==> config.mk <==
export PLATFORM = sky130hd
export DESIGN_NAME = rl11_dma_flat
export DESIGN_NICKNAME = d
export VERILOG_FILES = /design/src/rtl/rl11_dma_if.sv /design/src/rtl/rl11_dma.sv /design/src/flat_wrapper.sv
export SDC_FILE = /design/constraint.sdc
export NUM_CORES = 2
export LEC_CHECK = 0
export CORE_MARGIN = 3
export CORE_UTILIZATION = 40
export DETAILED_ROUTE_END_ITERATION = 6
export SLEW_MARGIN = 20
export SYNTH_ARGS = -nofsm -noshare
export SYNTH_HDL_FRONTEND = slang
export SYNTH_SLANG_ARGS = --single-unit
==> constraint.sdc <==
create_clock -name CLOCK -period 9.5 [get_ports CLOCK]
set_clock_uncertainty 0.1 [all_clocks]
set_input_delay 1.9 -clock CLOCK [delete_from_list [all_inputs] [get_ports CLOCK]]
set_output_delay 1.9 -clock CLOCK [all_outputs]
set_load 0.05 [all_outputs]
==> src/rtl/rl11_dma_if.sv <==
// Unibus NPR signal bundle between the RL11 DMA master and the bus.
// master: DMA side (drives NPR/SACK/BBSY/A/C/D/MSYN); slave: bus side.
interface rl11_dma_if;
    logic        init_in_h;
    logic        npr_out_h;
    logic        npg_in_h;
    logic        sack_out_h;
    logic        bbsy_in_h;
    logic        bbsy_out_h;
    logic [17:0] a_out_h;
    logic [1:0]  c_out_h;
    logic [15:0] d_out_h;
    logic        msyn_out_h;
    logic        ssyn_in_h;
    logic [15:0] d_in_h;

    modport master (
        input  init_in_h, npg_in_h, bbsy_in_h, ssyn_in_h, d_in_h,
        output npr_out_h, sack_out_h, bbsy_out_h,
        output a_out_h, c_out_h, d_out_h, msyn_out_h
    );

    modport slave (
        output init_in_h, npg_in_h, bbsy_in_h, ssyn_in_h, d_in_h,
        input  npr_out_h, sack_out_h, bbsy_out_h,
        input  a_out_h, c_out_h, d_out_h, msyn_out_h
    );
endinterface

==> src/rtl/rl11_dma.sv <==
// RL11 Unibus NPR master: 128-word sector buffer, ARM register window
// (armwrite/armraddr/armwaddr/armwdata/armrdata/armintrq) and the
// Unibus NPR/DATI/DATO sequencer on the ub interface. CLOCK, RESET sync.
module rl11_dma #(
    parameter int MSYNDLY = 15,
    parameter int TIMEOUT = 1000
) (
    input  logic        CLOCK,
    input  logic        RESET,
    input  logic        armwrite,
    input  logic [2:0]  armraddr,
    input  logic [2:0]  armwaddr,
    input  logic [31:0] armwdata,
    output logic [31:0] armrdata,
    output logic        armintrq,
    rl11_dma_if.master  ub
);
    typedef enum logic [2:0] {
        S_IDLE, S_REQ, S_GRANT, S_SETUP, S_MSYN, S_WAITS, S_RELEASE
    } state_t;

    state_t      r_state;
    state_t      w_next;
    logic        r_dir;
    logic        r_nxm;
    logic        r_done;
    logic [7:0]  r_cnt;
    logic [17:0] r_addr;
    logic [6:0]  r_ptr;
    logic [6:0]  r_bufidx;
    logic [15:0] r_tmr;
    logic [15:0] r_buf [128];

    logic        w_busy;
    logic        w_start;
    logic        w_wr2;
    logic        w_tmr_hit;
    logic        w_drive;
    logic        w_adv;
    logic        w_latch;
    logic        w_nxm;
    logic        w_fin;
    logic [7:0]  w_cm1;
    logic        w_unused;

    assign w_busy  = (r_state != S_IDLE);
    assign w_start = armwrite && (armwaddr == 3'd1) && armwdata[31] && !w_busy;
    assign w_wr2   = armwrite && (armwaddr == 3'd2);
    assign w_cm1   = r_cnt - 8'd1;
    assign w_unused = ^{armwdata[29:25], armwdata[23], armwdata[0], w_cm1[7]};

    // One timer serves both the MSYN deskew delay and the SSYN timeout.
    assign w_tmr_hit = (r_state == S_MSYN) ? (r_tmr == 16'(TIMEOUT - 1))
                                           : (r_tmr == 16'(MSYNDLY - 1));

    always_ff @(posedge CLOCK) begin
        if (RESET) r_state <= S_IDLE;
        else       r_state <= w_next;
    end

    always_comb begin
        w_next  = r_state;
        w_adv   = 1'b0;
        w_latch = 1'b0;
        w_nxm   = 1'b0;
        w_fin   = 1'b0;
        if (ub.init_in_h) begin
            w_next = S_IDLE;
        end else begin
            unique case (r_state)
                S_IDLE:  if (w_start) w_next = S_REQ;
                S_REQ:   if (ub.npg_in_h) w_next = S_GRANT;
                S_GRANT: begin
                    if (!ub.bbsy_in_h && !ub.ssyn_in_h && !ub.npg_in_h)
                        w_next = S_SETUP;
                end
                S_SETUP: if (w_tmr_hit) w_next = S_MSYN;
                S_MSYN: begin
                    if (ub.ssyn_in_h) begin
                        w_latch = !r_dir;
                        w_next  = S_WAITS;
                    end else if (w_tmr_hit) begin
                        w_nxm  = 1'b1;
                        w_next = S_RELEASE;
                    end
                end
                S_WAITS: begin
                    if (!ub.ssyn_in_h) begin
                        w_adv  = 1'b1;
                        w_next = S_RELEASE;
                    end
                end
                S_RELEASE: begin
                    if (r_cnt == 8'd0 || r_nxm) begin
                        w_fin  = 1'b1;
                        w_next = S_IDLE;
                    end else begin
                        w_next = S_REQ;
                    end
                end
                default: w_next = S_IDLE;
            endcase
        end
    end

    // Bus is owned from SETUP through WAITS; lines drop in RELEASE.
    assign w_drive       = (r_state == S_SETUP) || (r_state == S_MSYN) ||
                           (r_state == S_WAITS);
    assign ub.npr_out_h  = (r_state == S_REQ);
    assign ub.sack_out_h = (r_state == S_GRANT);
    assign ub.bbsy_out_h = w_drive;
    assign ub.msyn_out_h = (r_state == S_MSYN);
    assign ub.a_out_h    = w_drive ? r_addr : 18'd0;
    assign ub.c_out_h    = (w_drive && r_dir) ? 2'b10 : 2'b00;
    assign ub.d_out_h    = (w_drive && r_dir) ? r_buf[r_ptr] : 16'd0;

    always_ff @(posedge CLOCK) begin
        if (RESET) begin
            r_dir    <= 1'b0;
            r_nxm    <= 1'b0;
            r_done   <= 1'b0;
            r_cnt    <= 8'd0;
            r_addr   <= 18'd0;
            r_ptr    <= 7'd0;
            r_bufidx <= 7'd0;
            r_tmr    <= 16'd0;
        end else begin
            r_tmr <= (w_next != r_state) ? 16'd0 : r_tmr + 16'd1;
            if (w_start) begin
                r_dir  <= armwdata[30];
                r_cnt  <= {1'b0, armwdata[24:18]} + 8'd1;
                r_addr <= {armwdata[17:1], 1'b0};
                r_ptr  <= 7'd0;
                r_done <= 1'b0;
                r_nxm  <= 1'b0;
            end
            if (w_adv) begin
                r_ptr  <= r_ptr + 7'd1;
                r_addr <= r_addr + 18'd2;
                r_cnt  <= r_cnt - 8'd1;
            end
            if (w_nxm) r_nxm <= 1'b1;
            if (w_fin) r_done <= 1'b1;
            if (ub.init_in_h) begin
                r_nxm  <= 1'b0;
                r_done <= 1'b0;
            end
            if (w_wr2) begin
                r_bufidx <= armwdata[31] ? armwdata[22:16] + 7'd1
                                         : armwdata[22:16];
            end
        end
    end

    // ARM write lands after the DATI latch so it wins on a collision.
    always_ff @(posedge CLOCK) begin
        if (w_latch) r_buf[r_ptr] <= ub.d_in_h;
        if (w_wr2 && armwdata[31]) r_buf[armwdata[22:16]] <= armwdata[15:0];
    end

    always_comb begin
        armrdata = 32'hDEADBEEF;
        unique case (armraddr)
            3'd0: armrdata = 32'h444D1001;
            3'd1: armrdata = {w_busy, r_dir, r_nxm, r_done, 3'b000,
                              w_cm1[6:0], r_addr};
            3'd2: armrdata = {9'd0, r_bufidx, r_buf[r_bufidx]};
            default: armrdata = 32'hDEADBEEF;
        endcase
    end

    assign armintrq = r_done && !w_busy;
endmodule

==> src/flat_wrapper.sv <==
// flat-port wrapper written by rule: the top's interface ports become plain ports
module rl11_dma_flat 
#(
    parameter int MSYNDLY = 15,
    parameter int TIMEOUT = 1000
)
  (CLOCK, RESET, armwrite, armraddr, armwaddr, armwdata, armrdata, armintrq, ub_init_in_h, ub_npg_in_h, ub_bbsy_in_h, ub_ssyn_in_h, ub_d_in_h, ub_npr_out_h, ub_sack_out_h, ub_bbsy_out_h, ub_a_out_h, ub_c_out_h, ub_d_out_h, ub_msyn_out_h);
  rl11_dma_if ub_i ();
  input  logic CLOCK;
  input  logic RESET;
  input  logic armwrite;
  input  logic [2:0] armraddr;
  input  logic [2:0] armwaddr;
  input  logic [31:0] armwdata;
  output logic [31:0] armrdata;
  output logic armintrq;
  input wire logic [$bits(ub_i.init_in_h)-1:0] ub_init_in_h;
  input wire logic [$bits(ub_i.npg_in_h)-1:0] ub_npg_in_h;
  input wire logic [$bits(ub_i.bbsy_in_h)-1:0] ub_bbsy_in_h;
  input wire logic [$bits(ub_i.ssyn_in_h)-1:0] ub_ssyn_in_h;
  input wire logic [$bits(ub_i.d_in_h)-1:0] ub_d_in_h;
  output wire logic [$bits(ub_i.npr_out_h)-1:0] ub_npr_out_h;
  output wire logic [$bits(ub_i.sack_out_h)-1:0] ub_sack_out_h;
  output wire logic [$bits(ub_i.bbsy_out_h)-1:0] ub_bbsy_out_h;
  output wire logic [$bits(ub_i.a_out_h)-1:0] ub_a_out_h;
  output wire logic [$bits(ub_i.c_out_h)-1:0] ub_c_out_h;
  output wire logic [$bits(ub_i.d_out_h)-1:0] ub_d_out_h;
  output wire logic [$bits(ub_i.msyn_out_h)-1:0] ub_msyn_out_h;
  assign ub_i.init_in_h = ub_init_in_h;
  assign ub_i.npg_in_h = ub_npg_in_h;
  assign ub_i.bbsy_in_h = ub_bbsy_in_h;
  assign ub_i.ssyn_in_h = ub_ssyn_in_h;
  assign ub_i.d_in_h = ub_d_in_h;
  assign ub_npr_out_h = ub_i.npr_out_h;
  assign ub_sack_out_h = ub_i.sack_out_h;
  assign ub_bbsy_out_h = ub_i.bbsy_out_h;
  assign ub_a_out_h = ub_i.a_out_h;
  assign ub_c_out_h = ub_i.c_out_h;
  assign ub_d_out_h = ub_i.d_out_h;
  assign ub_msyn_out_h = ub_i.msyn_out_h;
  rl11_dma #(.MSYNDLY(MSYNDLY), .TIMEOUT(TIMEOUT)) u_core (.CLOCK(CLOCK), .RESET(RESET), .armwrite(armwrite), .armraddr(armraddr), .armwaddr(armwaddr), .armwdata(armwdata), .armrdata(armrdata), .armintrq(armintrq), .ub(ub_i));
endmodule
==> metrics <==
status=complete, but fails checks; violated checks=design-rule violations; insertion delay to the later sink of the worst-skew pair=940 ps; Max clock buf depth=4; Hold WS=402 ps; Synth Flop Type=edfxtp_1; Post-Syn Area=around 0.13 sq mm; worst min path class=reg -> reg; Mapped Avg Cell Area=15.6 sq um; post-synth cell types=76; ys async rst share=0%; Tcrit/Tclk final=88.7%; Pins Over Slew Limit=0; Comb pwr share=6.9%; commonest cells after routing, fill and taps aside=2057 x mux2_2, 2048 x edfxtp_1, 1052 x mux4_2; worst-path cell chain=clkdlybuf4s50_1 > buf_4 > nor3b_1 > nand4_1 > or3_1 > nand4_1 > clkdlybuf4s50_1; crit path buf inv count=3; CTS root buf=clkbuf_16; critical path arrival=about 6400 ps; HPWL Detailed=between 300 and 400 mm; final hold vios=0; Initial Util=40.4%; DRC Markers=1; fin cells=12100; post-synthesis register bit count=2123; first-pass GRT wire length=679 mm; worst slew margin relative to its limit=between 10 and 15%; Top delay family on crit path=simple AND/OR/NAND/NOR gates; Synth Warn #=0; placed insts=11600; critical path's slowest cell=nand4_1; max_cap viols=0; CTS tree=built; antenna violations before repair=47; Num CTS Buffers=237; sw frac=23.8%; crit-path max FO=24; wire per inst=41.2 um; antenna-violating nets left=0; WS Path Type=in -> out; commonest non-fill, non-tap cell in the layout=mux2_2; GPL Wtd Cong=1.02; fin crit period=8430 ps; post-synthesis sequential area ratio=50.3%; Total Power=20800 uW; worst slew pin tran=1270 ps; Post CTS Setup Buffer Count=0; Worst EP required=7500 ps; initial DRC count=14400; RSZ-0062 raised after global routing=false; Switch Pwr=4960 uW; Startpoint Class=primary input; delay of the slowest critical-path stage=between 900 and 1000 ps; PwrDens=150 mW/mm^2; PortBufs=126; Top-Level Pins=134; largest net degree at the start of global routing=98; Setup Viol. Count Final=0; CP endpoint kind=primary output; gr ovfl total=0; die area=between 0.3 and 0.4 sq mm; Area contributors post-synth=edfxtp_1 49%, mux4_2 19%, mux2_2 18%, clkbuf_1 2.1%, mux2i_1 1.9%; row cnt=204; EDFF count, synth=2048; GRT Util Overall=30.4%; TNS Setup=0 ps; Synth-to-Final Area Change=11.0%; register share of total power=a little under 50%; Synth Instances=8013; vias in the first global route=81000; Resized Gates After CTS=0; drt pass-1 iters=7; Final Net Count=7813; Clock power frac=43.8%; Reg clk slew, reported paths=60 ps; internal power=15900 uW; hold_buf cts=0; share of layout cells above drive strength 1=51.6%; Die X=566 um; Layout Utilization=between 40% and 50%; CTS sink count=between 2000 and 2500; Fmax=119 MHz; Yosys top cell area share=between 40% and 50%; CTS H-Tree Depth=4; via count=83700; VDD IR max=roughly 0.00016 V; Core Box Area=0.310 sq mm; post-synth top area cell=edfxtp_1; Routed WL=between 400 and 500 mm; Lkg Pwr=0.0422 uW; Die H=566 um; post-DR vias/cell=6.94
## state kept, by name (all words and copies together) (netlist names), named ones only
name and flops:
u_core.r_state 3, u_core.r_done 1, u_core.r_buf 2048, u_core.r_cnt 8
u_core.r_bufidx 7, u_core.r_ptr 7, u_core.r_addr 17, u_core.r_nxm 1
u_core.r_tmr 16, u_core.r_dir 1
## cell families after synthesis
kind of cell,synth area share [%]
multiplexers,39.3
flip-flops,50.3
buffers and inverters,3.39
AND/OR/NAND/NOR,3.19
AO/OA/AOI/OAI,3.53
XOR/XNOR,0.217
adder cells (fa/ha/maj),0.0699
other,0.00299
## cell type report
| type | instances | area, sq um |
|---|---|---|
| multi-input combinational | 4858 | 59100 |
| tap | 4120 | 5150 |
| sequential | 2123 | 63000 |
| clock buffer | 291 | 6250 |
| inverter | 19 | 82.6 |
| fill | 27400 | 171000 |
| clock inverter | 138 | 1110 |
| timing repair buffer | 506 | 4350 |
| antenna | 20 | 50.0 |
## power by group through the flow
stage / clock network (uW) / registers, uW / logic (uW)
after floorplan: 0 / 10500 / 920
after global placement: 0 / 10500 / 1360
after detailed placement: 0 / 10500 / 1390
after CTS: 9180 / 10300 / 1390
after global routing: 9510 / 10300 / 1490
final: 9110 / 10300 / 1440
## synthesized netlist by cell type (all sizes together) (41+ instances only)
cell type and instances:
o22ai 141, a22oi 110, mux2i 244, dfxtp 75, o21ai 117, o221ai 62
nor3 41, nand3 99, nor2 187, a21oi 98, nand2 241, mux2 2057
clkbuf 713, edfxtp 2048, mux4 1052, buf 301
## per-stage QoR
stage | setup WS, ps | instance area (sq um)
5_1_grt | 1140 | 139000
3_5_place_dp | 1390 | 132000
3_3_place_gp | 1330 | 132000
2_1_floorplan | 3380 | 125000
4_1_cts | 1150 | 139000
6_report | 1070 | 139000
## final timing paths
check                           slack (ps)  depth (start not counted)                               to                         start
worst min register to register         400                          1       u_core.r_tmr[0]$_SDFF_PP0_    u_core.r_tmr[0]$_SDFF_PP0_
worst max-delay path                  1070                          7                      armrdata[5]                   armraddr[2]
worst max register to register        4850                          6  u_core.r_buf[115][10]$_DFFE_PP_  u_core.r_state[2]$_SDFF_PP0_
worst min-delay path                   400                          1       u_core.r_tmr[0]$_SDFF_PP0_    u_core.r_tmr[0]$_SDFF_PP0_
## metal layers
metal / wire length, um / up-vias / track usage, % / share of wire, %
li1: - / 32200 / - / -
met1: 184000 / 44200 / 40.0 / 37
met2: 220000 / 6131 / 45.2 / 44
met3: 62200 / 1179 / 9.42 / 13
met4: 31100 / 26 / 15.6 / 6.3
met5: 213 / - / 0.0149 / 0.043
(Power assumes the default switching activity.)
